[src/rtl/stream_mux_rr.sv]
`default_nettype none
// ============================================================================
// Module   : stream_mux_rr
// Purpose  : N-channel streaming multiplexer with valid/ready handshakes on
//            every input and on the output. A channel is chosen by
//            round-robin or by an external select, then held until its
//            packet ends. The output is a single register stage.
// Ports    : clk_i, rst_ni                - clock, async active-low reset
//            in_data_i/in_valid_i/in_last_i - N input streams (ch k at k*W)
//            in_ready_o                   - per-channel ready (one-hot or 0)
//            mode_i, sel_i                - 0 = round-robin, 1 = fixed select
//            out_data_o/out_valid_o/out_last_o/out_chan_o, out_ready_i
// Revision : 1.0 - initial release
// ============================================================================
module stream_mux_rr #(
  parameter int N  = 4,
  parameter int W  = 8,
  parameter int CW = (N > 1) ? $clog2(N) : 1
) (
  input  logic           clk_i,
  input  logic           rst_ni,
  input  logic [N*W-1:0] in_data_i,
  input  logic [N-1:0]   in_valid_i,
  input  logic [N-1:0]   in_last_i,
  output logic [N-1:0]   in_ready_o,
  input  logic           mode_i,
  input  logic [CW-1:0]  sel_i,
  output logic [W-1:0]   out_data_o,
  output logic           out_valid_o,
  output logic           out_last_o,
  output logic [CW-1:0]  out_chan_o,
  input  logic           out_ready_i
);

  typedef enum logic [0:0] {
    ST_IDLE   = 1'b0,
    ST_LOCKED = 1'b1
  } state_e;

  state_e        state_q, state_d;
  logic [CW-1:0] ptr_q, ptr_d;
  logic [CW-1:0] grant_q, grant_d;
  logic [W-1:0]  out_data_q, out_data_d;
  logic          out_valid_q, out_valid_d;
  logic          out_last_q, out_last_d;
  logic [CW-1:0] out_chan_q, out_chan_d;

  logic          cand_found;
  logic [CW-1:0] cand_idx;
  logic [CW-1:0] act_chan;
  logic          act_ok;
  logic          space;
  logic          xfer;

  // Candidate selection while idle. The round-robin scan runs from the
  // farthest offset down to offset 0 so the last hit is the nearest to ptr.
  always_comb begin
    cand_found = 1'b0;
    cand_idx   = '0;
    if (mode_i) begin
      // sel values >= N never match any k, so they select nothing.
      for (int k = 0; k < N; k++) begin
        if ((int'(sel_i) == k) && in_valid_i[k]) begin
          cand_found = 1'b1;
          cand_idx   = CW'(k);
        end
      end
    end else begin
      for (int i = N - 1; i >= 0; i--) begin
        if (in_valid_i[(int'(ptr_q) + i) % N]) begin
          cand_found = 1'b1;
          cand_idx   = CW'((int'(ptr_q) + i) % N);
        end
      end
    end
  end

  assign space    = !out_valid_q || out_ready_i;
  assign act_chan = (state_q == ST_LOCKED) ? grant_q : cand_idx;
  assign act_ok   = (state_q == ST_LOCKED) || cand_found;

  // Ready is forced low while reset is asserted, independent of state.
  for (genvar k = 0; k < N; k++) begin : g_ready
    assign in_ready_o[k] = rst_ni && act_ok && space && (act_chan == CW'(k));
  end

  assign xfer = |(in_valid_i & in_ready_o);

  always_comb begin
    state_d     = state_q;
    ptr_d       = ptr_q;
    grant_d     = grant_q;
    out_data_d  = out_data_q;
    out_valid_d = out_valid_q;
    out_last_d  = out_last_q;
    out_chan_d  = out_chan_q;
    if (xfer) begin
      out_data_d  = in_data_i[int'(act_chan)*W +: W];
      out_valid_d = 1'b1;
      out_last_d  = in_last_i[act_chan];
      out_chan_d  = act_chan;
      if (in_last_i[act_chan]) begin
        state_d = ST_IDLE;
        ptr_d   = (int'(act_chan) == N - 1) ? '0 : act_chan + 1'b1;
      end else begin
        state_d = ST_LOCKED;
        grant_d = act_chan;
      end
    end else if (out_ready_i) begin
      out_valid_d = 1'b0;
    end
  end

  always_ff @(posedge clk_i or negedge rst_ni) begin
    if (!rst_ni) begin
      state_q     <= ST_IDLE;
      ptr_q       <= '0;
      grant_q     <= '0;
      out_data_q  <= '0;
      out_valid_q <= 1'b0;
      out_last_q  <= 1'b0;
      out_chan_q  <= '0;
    end else begin
      state_q     <= state_d;
      ptr_q       <= ptr_d;
      grant_q     <= grant_d;
      out_data_q  <= out_data_d;
      out_valid_q <= out_valid_d;
      out_last_q  <= out_last_d;
      out_chan_q  <= out_chan_d;
    end
  end

  assign out_data_o  = out_data_q;
  assign out_valid_o = out_valid_q;
  assign out_last_o  = out_last_q;
  assign out_chan_o  = out_chan_q;

endmodule
`default_nettype wire

[config.mk]
export PLATFORM = sky130hd
export DESIGN_NAME = stream_mux_rr
export DESIGN_NICKNAME = d
export VERILOG_FILES = /design/src/rtl/stream_mux_rr.sv
export SDC_FILE = /design/constraint.sdc
export NUM_CORES = 1
export LEC_CHECK = 0
export BUFFER_PORTS_ARGS = -buffer_cell sky130_fd_sc_hd__buf_2
export CAP_MARGIN = 5
export CORE_MARGIN = 4
export CORE_UTILIZATION = 46
export CTS_CLUSTER_SIZE = 14
export DETAILED_ROUTE_END_ITERATION = 12
export PLACE_DENSITY = 0.77
export SYNTH_ARGS = -nofsm -noshare
export SYNTH_HDL_FRONTEND = slang
export SYNTH_SLANG_ARGS = --single-unit
[constraint.sdc]
create_clock -name clk_i -period 4.4 [get_ports clk_i]
set_input_delay 1.32 -clock clk_i [delete_from_list [all_inputs] [get_ports clk_i]]
set_output_delay 1.32 -clock clk_i [all_outputs]
set_load 0.01 [all_outputs]
==> results.yml <==
floorplan:
  die_outline_width_um: 61.1
  top_level_ports: 62
  start_util: 0.501
  fp.coreArea_mm2: 0.00259
  floorplan.rows: 18
  fp.dieH_um: 61.1
  dieArea_mm2: 0.00373
clock_network:
  hold_buffers: 0
  post_cts.repair.setup_buffers: 0
  insertion_delay_ns: 0.29
  worst_setup_hold_path_clk_slew_ns: 0.10
  clock_sinks: 17
  cts_max_path_buffers: 2
  clock_tree.root_cell: "clkbuf_4"
  tritoncts: "done"
  post_cts.resized_instances: 0
  cts-buffers-inserted: 3
  h-tree-depth: 1
timing:
  worst_pin_slew_ns: 0.408
  final_min_period_over_clock_period: 0.920
  grt_setup_unrepaired: "no"
  finalSetupTns_ns: 0
  hold_viol: 0
  fin_skew_ns: 0.00199
  finalSetupViolCount: 0
  maximum_operating_frequency_ghz: 0.247
  final.hold.worst_slack_ns: 0.510
  timing.final.crit_period_ns: 4.05
  final_slew_viol_count: 0
  slew_headroom: 0.728
detailed_routing:
  wl_cell_um: 14.2
  initialDrtViolationCount: 17
  routed-via-count: 1181
  drt.antenna.violating_nets: 0
  drc: 0
  routed_wirelength_um: 3090
  avgViaCountPerCell: 5.44
  dr.pass1.iters: 4
synth:
  synth-seq-cells: 17
  top_reg_cell_synth: "dfrtp_1"
  synth_enable_flop_cells: 0
  synth-seq-area-share: 0.328
  syn_area_per_cell_um2: 10.5
  post_synth_main_area_contributors: "dfrtp_1, mux2i_1, mux2_4"
  synth.most_common_cell: "dfrtp_1"
  synth_fp_nets: 171
  yosys.cell_types.count: 35
  synthesis.yosys.warnings: 0
  synth.cell_area_mm2: 0.00130
  synth_largest_area_cell: "dfrtp_1"
  synth.cells.most_frequent: "dfrtp_1, mux2i_1, nor2b_1"
  syn_inst: 124
  synthArstFlopShare: 1.00
  yosys.area.top_type_share: 0.328
pwr:
  fin_total_pwr_w: 0.00103
  power.density_cell_area_mw_per_mm2: 619
  power.leakage_nw: 0.823
  vdd_ir_drop_max_mv: 0.380
critical_path:
  criticalPathCategory: "in2out"
  worstPathArrival_ns: 2.73
  cp_max_fo: 7
  critPathCaptureType: "primary output"
  critical_path_required_ns: 3.08
  crit_path_start_kind: "primary input"
grt:
  global_route.overflow_total: 0
  grt_usage: 0.182
  grt_antenna_before_repair: 0
  grt_max_degree: 31
  wire_length_of_the_first_global_routing_pass_um: 5160
  via_count_of_the_first_global_routing_pass: 1180
placement:
  place.detailed.hpwl_um: 2500
  placement.io_buffers: 61
  globalplace.congestion: 0.900
  placed_cells: 213
status:
  outcome: "finished clean"
final_layout:
  num-nets-final: 235
  footprint_of_the_multi_input_gates_um2: 813
  layoutNonFillerInstCount: 217
  areaGrowthSynthToFinish_pct: 27.8
  num_antenna_cells: 0
  post_route_cells_drive_above_1_share: 0.455
  ff_latch_area_um2: 425
  layout.filler_cells: 213
run:
  drv_cap: 0
min_path:
  timing.hold.worst.class: "reg2reg"
[final timing paths]
kind / from / end / slack (ns) / cells past startpoint
setup / recovery: in_valid_i[2] / in_ready_o[2] / 0.35 / 7
max in group asynchronous: rst_ni / out_data_o[0] / 3.17 / 1
hold / removal: out_data_o[2] / out_data_o[2] / 0.51 / 1
min in group asynchronous: rst_ni / state_q / 0.94 / 1
hold reg to reg: out_data_o[2] / out_data_o[2] / 0.51 / 1
setup reg to reg: state_q / ptr_q[1] / 1.64 / 9
[sequential cells by signal, summed over array words and instances (netlist names)]
name,flops
out_valid_o,1
grant_q,2
out_last_o,1
out_data_o,8
ptr_q,2
out_chan_o,2
state_q,1
[metrics by stage]
step / utilization / setup WS, ns / area [um2]
global placement: 0.629 / 0.385 / 1630
CTS: 0.640 / 0.353 / 1660
finish: 0.640 / 0.352 / 1660
floorplan: - / 0.330 / 1300
global route: 0.640 / 0.278 / 1660
detailed placement: 0.629 / 0.352 / 1630
[where the power goes]
part,switching (W),internal (W)
combinational,0.000317,0.000328
sequential,0.0000638,0.000234
clock,0.0000496,0.0000338
[cells in the final DEF, fill, tap and decap left out, types with 4 or more instances in the layout]
cell,synthesis,routed
nand2_1,6,6
nor2b_1,13,13
mux2_1,5,5
nor2_1,4,4
mux2i_1,15,15
buf_2,2,61
a21oi_1,8,8
dfrtp_1,17,17
a211oi_1,8,8
mux2_4,8,8
buf_4,1,5
[critical path, stage by stage]
cell and delay (ns):
buf_2 0.13, or4_1 0.52, o22ai_1 0.14, a31oi_1 0.06, o211a_1 0.25, and3b_1 0.18, buf_2 0.13
[logic make-up (layout without fill, tap and decap cells)]
logic type               count (synthesis)  count (layout)  synth area share
AND/OR/NAND/NOR                         34              34             0.162
AO/OA/AOI/OAI                           33              33             0.195
multiplexers                            29              29             0.260
flip-flops                              17              17             0.328
buffers and inverters                   10              73            0.0453
adder cells (fa/ha/maj)                  1               1           0.00964
[cell type report]
type                       count  share of cell area
multi-input combinational     97               0.491
inverter                       3             0.00679
clock buffer                   3              0.0136
clock inverter                 1             0.00302
sequential                    17               0.257
tap                           30              0.0226
timing repair buffer          66               0.207
[layer usage]
layer | part of all wire | vias up | GRT usage | wire (um)
met4 | 0.012 | 0 | 0.0836 | 36
met1 | 0.45 | 538 | 0.239 | 1400
met3 | 0.076 | 4 | 0.0294 | 236
met2 | 0.46 | 49 | 0.292 | 1410
met5 | 0 | - | 0 | 0
li1 | - | 590 | - | -
Power figures use the tool's default switching activity.
